==> config.mk <==
export PLATFORM = sky130hd
export DESIGN_NAME = nibble_share_arb
export DESIGN_NICKNAME = d
export VERILOG_FILES = /design/src/rtl/nibble_share_arb.sv
export SDC_FILE = /design/constraint.sdc
export NUM_CORES = 1
export LEC_CHECK = 0
export ABC_AREA = 1
export CORE_MARGIN = 5
export CORE_UTILIZATION = 45
export DETAILED_ROUTE_END_ITERATION = 8
export GPL_ROUTABILITY_DRIVEN = 0
export PLACE_DENSITY_LB_ADDON = 0.1
export SLEW_MARGIN = 20
export SYNTH_ARGS = -nofsm -noshare
export SYNTH_HDL_FRONTEND = slang
export SYNTH_SLANG_ARGS = --single-unit
==> constraint.sdc <==
create_clock -name clk -period 2.1 [get_ports clk]
set_input_delay 0.63 -clock clk [delete_from_list [all_inputs] [get_ports clk]]
set_output_delay 0.63 -clock clk [all_outputs]
set_load 0.03 [all_outputs]
==> src/rtl/nibble_share_arb.sv <==
// rtl/nibble_share_arb.sv - two-requester arbiter for the shared 4-bit LED bank
//
// Purpose:
//   Grants the LED bank to one of two nibble sources. Arbitration is round-robin
//   with a minimum dwell per grant. A debounced pushbutton toggles a freeze mode
//   that pins the current owner until the button is pressed again.
//
// Configuration macro:
//   NIBBLE_ARB_FIXED_PRIO_EN - when defined, requester 0 has fixed priority:
//   it wins ties from IDLE and can preempt requester 1 after dwell. Requester 1
//   never preempts requester 0. When undefined, arbitration is round-robin.
//
// Parameters:
//   DWELL     - minimum cycles a grant is held while the other side waits (>= 1)
//   DB_CYCLES - consecutive stable pba samples needed to accept a level (>= 1)
//
// Ports:
//   clk    in   system clock, rising edge
//   rst    in   synchronous reset, active-high
//   req    in   [1:0] request lines, bit n = requester n
//   nib0   in   [3:0] nibble of requester 0
//   nib1   in   [3:0] nibble of requester 1
//   pba    in   raw pushbutton, asynchronous and bouncy
//   led    out  [3:0] registered nibble of the current owner, 0 when idle
//   gnt    out  [1:0] one-hot grant, 2'b00 when idle
//   frozen out  freeze mode active

module nibble_share_arb #(
    parameter int DWELL     = 8,
    parameter int DB_CYCLES = 4
) (
    input  logic       clk,
    input  logic       rst,
    input  logic [1:0] req,
    input  logic [3:0] nib0,
    input  logic [3:0] nib1,
    input  logic       pba,
    output logic [3:0] led,
    output logic [1:0] gnt,
    output logic       frozen
);

    localparam int CW = $clog2(DWELL) + 1;
    localparam int DW = $clog2(DB_CYCLES) + 1;

    localparam logic [CW-1:0] DWELL_LOAD = CW'(DWELL - 1);
    localparam logic [DW-1:0] DB_LAST    = DW'(DB_CYCLES - 1);

    typedef enum logic [1:0] {
        IDLE = 2'd0,
        OWN0 = 2'd1,
        OWN1 = 2'd2
    } state_t;

    state_t        state;
    state_t        state_nx;
    logic [CW-1:0] cnt;
    logic [CW-1:0] cnt_nx;
    logic          ptr;       // last requester granted
    logic          ptr_nx;
    logic [3:0]    led_nx;

    // Whether the owner may be taken over once its dwell has expired.
    logic          preempt0;
    logic          preempt1;

    logic          sync1;
    logic          sync2;
    logic          stable;
    logic [DW-1:0] dbcnt;
    logic          db_flip;

    // ------------------------------------------------------------------
    // Arbitration policy
    // ------------------------------------------------------------------
`ifdef NIBBLE_ARB_FIXED_PRIO_EN
    assign preempt0 = 1'b0;
    assign preempt1 = 1'b1;
`else
    assign preempt0 = 1'b1;
    assign preempt1 = 1'b1;
`endif

    // ------------------------------------------------------------------
    // Next-state, dwell counter, pointer and LED source
    // ------------------------------------------------------------------
    always_comb begin
        state_nx = state;
        cnt_nx   = cnt;
        ptr_nx   = ptr;
        led_nx   = 4'h0;

        unique case (state)
            IDLE: begin
                unique case (req)
                    2'b01:   state_nx = OWN0;
                    2'b10:   state_nx = OWN1;
`ifdef NIBBLE_ARB_FIXED_PRIO_EN
                    2'b11:   state_nx = OWN0;
`else
                    2'b11:   state_nx = ptr ? OWN0 : OWN1;
`endif
                    default: state_nx = IDLE;
                endcase
            end
            OWN0: begin
                // Releasing the request always wins over dwell and freeze.
                if (!req[0]) begin
                    state_nx = req[1] ? OWN1 : IDLE;
                end else if ((cnt == '0) && req[1] && !frozen && preempt0) begin
                    state_nx = OWN1;
                end
            end
            OWN1: begin
                if (!req[1]) begin
                    state_nx = req[0] ? OWN0 : IDLE;
                end else if ((cnt == '0) && req[0] && !frozen && preempt1) begin
                    state_nx = OWN0;
                end
            end
            default: state_nx = IDLE;
        endcase

        // A new owner (from IDLE or from the other owner) restarts the dwell;
        // otherwise the counter runs down and rests at zero.
        if ((state_nx != state) && (state_nx != IDLE)) begin
            cnt_nx = DWELL_LOAD;
            ptr_nx = (state_nx == OWN1);
        end else if (cnt != '0) begin
            cnt_nx = cnt - CW'(1);
        end

        unique case (state_nx)
            OWN0:    led_nx = nib0;
            OWN1:    led_nx = nib1;
            default: led_nx = 4'h0;
        endcase
    end

    always_ff @(posedge clk) begin
        if (rst) begin
            state <= IDLE;
            cnt   <= '0;
            ptr   <= 1'b1;
            led   <= 4'h0;
        end else begin
            state <= state_nx;
            cnt   <= cnt_nx;
            ptr   <= ptr_nx;
            led   <= led_nx;
        end
    end

    // gnt is a plain decode of the registered state, so it moves on the
    // same edge as led and can never show both bits.
    always_comb begin
        gnt = 2'b00;
        unique case (state)
            OWN0:    gnt = 2'b01;
            OWN1:    gnt = 2'b10;
            default: gnt = 2'b00;
        endcase
    end

    // ------------------------------------------------------------------
    // Pushbutton synchronizer, debounce and freeze toggle
    // ------------------------------------------------------------------
    // The new level is accepted on the edge where the counter has already
    // seen DB_CYCLES-1 differing samples and the current one still differs.
    assign db_flip = (sync2 != stable) && (dbcnt == DB_LAST);

    always_ff @(posedge clk) begin
        if (rst) begin
            sync1  <= 1'b0;
            sync2  <= 1'b0;
            stable <= 1'b0;
            dbcnt  <= '0;
            frozen <= 1'b0;
        end else begin
            sync1 <= pba;
            sync2 <= sync1;
            if (sync2 == stable) begin
                dbcnt <= '0;
            end else if (db_flip) begin
                stable <= ~stable;
                dbcnt  <= '0;
                // Only a press (rising stable level) toggles freeze.
                if (!stable) begin
                    frozen <= ~frozen;
                end
            end else begin
                dbcnt <= dbcnt + DW'(1);
            end
        end
    end

endmodule

==> results of run 1 <==
## routing by layer
metal	vias up	part of all wire
li1	433	-
met1	326	0.47
met2	10	0.47
met3	4	0.042
met4	0	0.012
met5	-	0
## cells by family (layout without fill, tap and decap cells)
group                      Yosys count  after routing  share of synthesized area
AOI/OAI and AO/OA                   13             13                     0.0798
DFF                                 18             18                      0.377
xor gates and xnor gates             4              4                     0.0366
buffers and inverters               22             53                     0.0877
adders and majority gates            8              8                      0.105
and+or+nand+nor                     53             53                      0.304
muxes                                1              1                     0.0105
## report_power, final
group	switching, mW	total (mW)	leakage [nW]	internal [mW]
clock	0.107	0.213	0.0210	0.106
combinational	0.387	0.686	0.446	0.299
sequential	0.0511	0.459	0.148	0.408
## path summary, 6_finish.rpt
kind                                     endpoint           startpoint  depth (start not counted)  slack [ns]
worst min-delay path             sync2$_SDFF_PP0_     sync1$_SDFF_PP0_                          2        0.41
worst max-delay path                       frozen  frozen$_SDFFE_PP0P_                          1        0.13
worst max register to register  led[1]$_SDFF_PP0_  cnt[0]$_SDFFE_PP0P_                         10        0.45
worst min register to register   sync2$_SDFF_PP0_     sync1$_SDFF_PP0_                          2        0.41
## cells in the final DEF, fill, tap and decap left out
cell / Yosys / routed
nor2_2: 6 / 6
dfxtp_1: 18 / 18
buf_4: 0 / 9
xor2_1: 4 / 4
a21oi_1: 7 / 5
clkdlybuf4s50_1: 0 / 16
mux2i_1: 1 / 1
o21ai_1: 1 / 1
dlygate4sd2_1: 0 / 2
nand2_4: 2 / 2
nor2_4: 1 / 1
nor2_1: 9 / 9
inv_2: 5 / 6
nand3_1: 6 / 6
o21ai_0: 2 / 2
clkbuf_4: 0 / 3
nand3_2: 3 / 3
nand2_1: 17 / 16
inv_1: 16 / 15
a21oi_2: 3 / 5
nand2_2: 7 / 8
ha_1: 8 / 8
clkbuf_8: 0 / 1
nand4_2: 1 / 1
nor3_1: 1 / 1
dlymetal6s2s_1: 0 / 1
## registers in the layout (all words and copies together) (netlist names)
name    flops
cnt         4
led         4
dbcnt       3
state       2
frozen      1
ptr         1
stable      1
sync1       1
sync2       1
## final cells by class
class                      instances  area (um2)
timing repair buffer              28         258
clock buffer                       4        36.3
sequential                        18         360
inverter                          21        78.8
tap                               27        33.8
multi-input combinational         79         522
fill                             186         713
## timing repair
action                                  4_1_cts  5_1_grt
endpoints found under the setup margin        2        8
gates resized for setup                       2        5
cloned                                        0        0
hold buffers                                  0        0
## metrics by stage
step	setup TNS [ns]	instances	worst slack [ns]	power [mW]	instance area (um2)
2_1_floorplan	0	119	0.414	0.947	956
3_3_place_gp	-1.77	173	-0.224	1.14	1240
3_5_place_dp	-1.77	173	-0.229	1.15	1240
4_1_cts	0	177	0.0874	1.36	1280
5_1_grt	0	177	0.0188	1.47	1290
6_report	0	177	0.125	1.36	1290
## worst reg2reg max path: cells and delay by family, from the launching register on
family / cells / cell delay (ns)
AO/OA/AOI/OAI: 1 / 0.05
adder cells (fa/ha/maj): 2 / 0.54
buffers and inverters: 2 / 0.17
flip-flops: 1 / 0.32
AND/OR/NAND/NOR: 5 / 0.46
==> summary.txt, run 1 <==
Count of final hold-check violations = 0
Post-synth top cells = dfxtp_1, nand2_1, inv_1, nor2_1, ha_1
Met1 usage = 0.142
GR Util All Layers = 0.124
Number of global-route vias before repair = 763
Routing usage on met2 = 0.210
#FFs+latches synth = 18
Number of inserted diodes = 0
Synth cell types = 21
Worst Path Arrival = 1.34 ns
Final global-route overflow total = 0
Final worst path period need = 1.97 ns
Largest delay contributor family on the critical path = buffers and inverters
Detail Placement HPWL = 1450 um
Max H-tree Level = 1
GR Util met3 = 0.0394
CTS Buf Count = 3
Avg Cell Area, Syn = 8.03 um2
Fin util = 0.644
Worst-path fanout max = 3
First DRT Iteration DRCs = 7
Drt drc = 0
Final Slew Violations = 0
FFs w/ async S/R, synth = 0
Core area = 0.00200 mm2
TritonCTS clock tree = done
Setup Viol. Count Final = 0
Crit start category = flop
RSZ-0062 raised after global routing = false
Clk slew on worst S/H paths = 0.10 ns
Initial Utilization = 0.478
Number of synthesized flops with an enable pin = 0
Critical path endpoint category = output pin
Initial antenna violation count = 0
Worst-Margin Slew = 0.316 ns
Hold WS = 0.407 ns
Most frequent cell after synthesis = dfxtp_1
Num rows = 16
Status = complete, no violations
Max-cap violations = 0
Post-DRT Antenna Nets = 0
Die W = 56.1 um
Yosys top cell by area = dfxtp_1
Register area share after synthesis = 0.377
DR WL/cell = 9.82 um
Clk_lat worst skew = 0.29 ns
Final wirelength = 1740 um
Top_reg_cell synth = dfxtp_1
Layout cells sized above 1 = 0.300
Syn Inst Count = 119
Vias per cell = 4.37
Postcts setup bufs = 0
WP buf/inv = 1
Area grow syn2layout = 34.8%
Die area = 0.00315 mm2
Nets = 172
Maximum vdd ir drop = 0.907 mV
Buffer levels on the longest clock path = 2
Synth warn = 0
Vias = 773
Clk sinks = 18
Synth Cell Area = 956 um2
Global-route wire length before repair = 3100 um
Hold crit path type = reg -> reg
Leak = 0.614 nW
Most Used Layer, Global Route = met2
Chip Height = 56.1 um
Largest net degree at the start of global routing = 11
Worst Path Required = 1.47 ns
Net count after synthesis = 140
Fmax = 506 MHz
Synth top area share = 0.377
Max incr delay on CP = 0.68 ns
Number of port buffers = 19
First-pass iteration count of the detailed router = 2
PD cells = 1050 mW/mm2
Setup Crit Path Kind = reg -> out
Clock root buffer = clkbuf_4
Worst Skew = 0.00201 ns
Slowest-stage cell, CP = clkdlybuf4s50_1
Final worst-path cycle share = 0.940
Synth area leaders = dfxtp_1, ha_1, nand2_1
Cells along the critical path = clkdlybuf4s50_1
I/O pin total = 20
Max-slew headroom = 0.789
No activity file was read; power rests on OpenSTA's default activity.
==> run 2, diff against run 1 <==
- CORE_ASPECT_RATIO: default -> 1.5
- CTS_CLUSTER_SIZE: default -> 12
- TNS_END_PERCENT: default -> 5
==> summary.txt, run 2 (synthesis gave the netlist of run 1 again) <==
Final worst path period need = 1.99 ns (was 1.97 ns)
Drt drc = 0 (unchanged)
Num rows = 20 (was 16)
Final Slew Violations = 0 (unchanged)
Core area = 0.00203 mm2 (was 0.00200 mm2)
Chip Height = 66.5 um (was 56.1 um)
Setup Crit Path Kind = in -> reg (was reg -> out)
Postcts setup bufs = 0 (unchanged)
Die area = 0.00317 mm2 (was 0.00315 mm2)
Combinational power share = 0.505 (was 0.506)
DR WL/cell = 11.0 um (was 9.82 um)
Hold crit path type = reg -> reg (unchanged)
Hold WS = 0.421 ns (was 0.407 ns)
Post-DRT Antenna Nets = 0 (unchanged)
Max incr delay on CP = 0.55 ns (was 0.68 ns)
TritonCTS clock tree = done (unchanged)
Biggest regs = cnt (4), led (4), dbcnt (3) (unchanged)
Crit start category = primary input (was flop)
Clk_lat worst skew = 0.29 ns (about the same)
Worst-Margin Slew = 0.313 ns (was 0.316 ns)
Maximum vdd ir drop = 0.577 mV (was 0.907 mV)
Initial Utilization = 0.472 (was 0.478)
Global-route wire length before repair = 3090 um (was 3100 um)
Number of global-route vias before repair = 771 (was 763)
Area grow syn2layout = 33.0% (was 34.8%)
Number of port buffers = 19 (unchanged)
Most frequent cells in the layout = dfxtp_1, nand2_1, clkdlybuf4s50_1, inv_1, nor2_1 (was dfxtp_1, nand2_1, clkdlybuf4s50_1, inv_1)
Worst Skew = 0.00151 ns (was 0.00201 ns)
Setup TNS = 0 ns (unchanged)
Final wirelength = 1880 um (was 1740 um)
Final global-route overflow total = 0 (unchanged)
Die W = 47.6 um (was 56.1 um)
Slowest-stage cell, CP = clkdlybuf4s50_1 (unchanged)
NetSw = 552 uW (was 545 uW)
Final Power = 1.36 mW (about the same)
GR Util All Layers = 0.134 (was 0.124)
Worst Path Arrival = 2.19 ns (was 1.34 ns)
Status = complete, no violations (unchanged)
Setup Viol. Count Final = 0 (unchanged)
Buffer levels on the longest clock path = 2 (unchanged)
First-pass iteration count of the detailed router = 4 (was 2)
Worst Path Required = 2.30 ns (was 1.47 ns)
Initial antenna violation count = 0 (unchanged)
Hold-fix buffers, CTS = 0 (unchanged)
Leak = 0.610 nW (was 0.614 nW)
Clk slew on worst S/H paths = 0.10 ns (about the same)
Number of inserted diodes = 0 (unchanged)
Detail Placement HPWL = 1570 um (was 1450 um)
Count of final hold-check violations = 0 (unchanged)
Commonest non-fill, non-tap cell in the layout = dfxtp_1 (unchanged)
Crit-path most repeated cell = nand2_2
Worst-path fanout max = 4 (was 3)
Clock group share of total power = 0.156 (was 0.157)
Internal power = 805 uW (was 812 uW)
Sequential share of power = 0.339 (was 0.338)
Max H-tree Level = 1 (unchanged)
Vias per cell = 4.71 (was 4.37)
Largest net degree at the start of global routing = 11 (unchanged)
Fillers = 212 (was 186)
Max-cap violations = 0 (unchanged)
First DRT Iteration DRCs = 20 (was 7)
Cells along the critical path = clkdlybuf4s50_1 -> inv_2 -> nor2_2 -> nand2_2 -> nand2_2 -> nand3_1 -> buf_4 -> ha_1 -> nand2_1 -> a21oi_2 (was clkdlybuf4s50_1)
RSZ-0062 raised after global routing = false (unchanged)
Clock root buffer = clkbuf_4 (unchanged)
PD cells = 1070 mW/mm2 (was 1050 mW/mm2)
Critical path endpoint category = flop (was output pin)
Clk sinks = 18 (unchanged)
Nets = 171 (was 172)
Fmax = 502 MHz (was 506 MHz)
Layout cells sized above 1 = 0.289 (was 0.300)
Max-slew headroom = 0.790 (was 0.789)
Vias = 805 (was 773)
CTS Buf Count = 3 (unchanged)
Sw Ratio = 0.407 (was 0.402)
I/O pin total = 20 (unchanged)
Final worst-path cycle share = 0.948 (was 0.940)
-- run 2: cell types whose count changed in the layout (fill, tap and decap cells not counted), sizes merged --
| cell | delta |
|---|---|
| buf | -1 |
-- run 2: final timing paths --
kind | startpoint | end | slack [ns] | cells after the start
setup reg to reg | cnt[0]$_SDFFE_PP0P_ | led[2]$_SDFF_PP0_ | 0.43 | 10
hold reg to reg | sync1$_SDFF_PP0_ | sync2$_SDFF_PP0_ | 0.42 | 2
setup / recovery | req[1] | led[2]$_SDFF_PP0_ | 0.11 | 10
hold / removal | sync1$_SDFF_PP0_ | sync2$_SDFF_PP0_ | 0.42 | 2
-- run 2: area by class of cell --
cell class                      count  area [um2]  share of cell area
Clock buffer                        4        36.3              0.0285
Tap cell                           22        27.5              0.0217
Inverter                           21        78.8              0.0620
Multi-Input combinational cell     79         518               0.407
Sequential cell                    18         360               0.283
Timing Repair Buffer               27         250               0.197
-- run 2: through the flow --
stage               std cells  utilization  setup slack [ns]  instance area (um2)
floorplan                 119            -             0.414                  956
global placement          167        0.606            -0.220                 1230
detailed placement        167        0.606            -0.273                 1230
CTS                       171        0.623            0.0411                 1260
global route              171        0.627            0.0453                 1270
finish                    171        0.627             0.109                 1270
-- run 2: power groups by stage --
stage | clock, mW | combinational [mW] | sequential, mW
floorplan | 0 | 0.465 | 0.482
global placement | 0 | 0.667 | 0.467
detailed placement | 0 | 0.681 | 0.469
CTS | 0.221 | 0.685 | 0.460
global route | 0.239 | 0.762 | 0.469
finish | 0.211 | 0.685 | 0.459
-- run 2: timing repair --
item | CTS | global route
gates cloned | 0 | 0
setup endpoints to repair | 2 | 8
gates resized for setup | 2 | 4
-- run 2: metal layers --
layer | GRT usage | vias up | routed length, um
met5 | 0 | - | 0
met4 | 0.0505 | 0 | 13
met3 | 0.0243 | 2 | 52
met2 | 0.242 | 9 | 1070
met1 | 0.146 | 366 | 745
li1 | - | 428 | -
-- run 2: critical path, delay by kind of cell --
kind                       cells  cell delay, ns
and+or+nand+nor                5            0.47
buffers and inverters          3            0.78
AOI/OAI and AO/OA              1            0.05
adders and majority gates      1            0.25
==> run 3, diff against run 2 <==
- SLEW_MARGIN: 20 -> 30
==> results of run 3 <==
The final DEF is identical to that of run 2; final timing and power are the same.
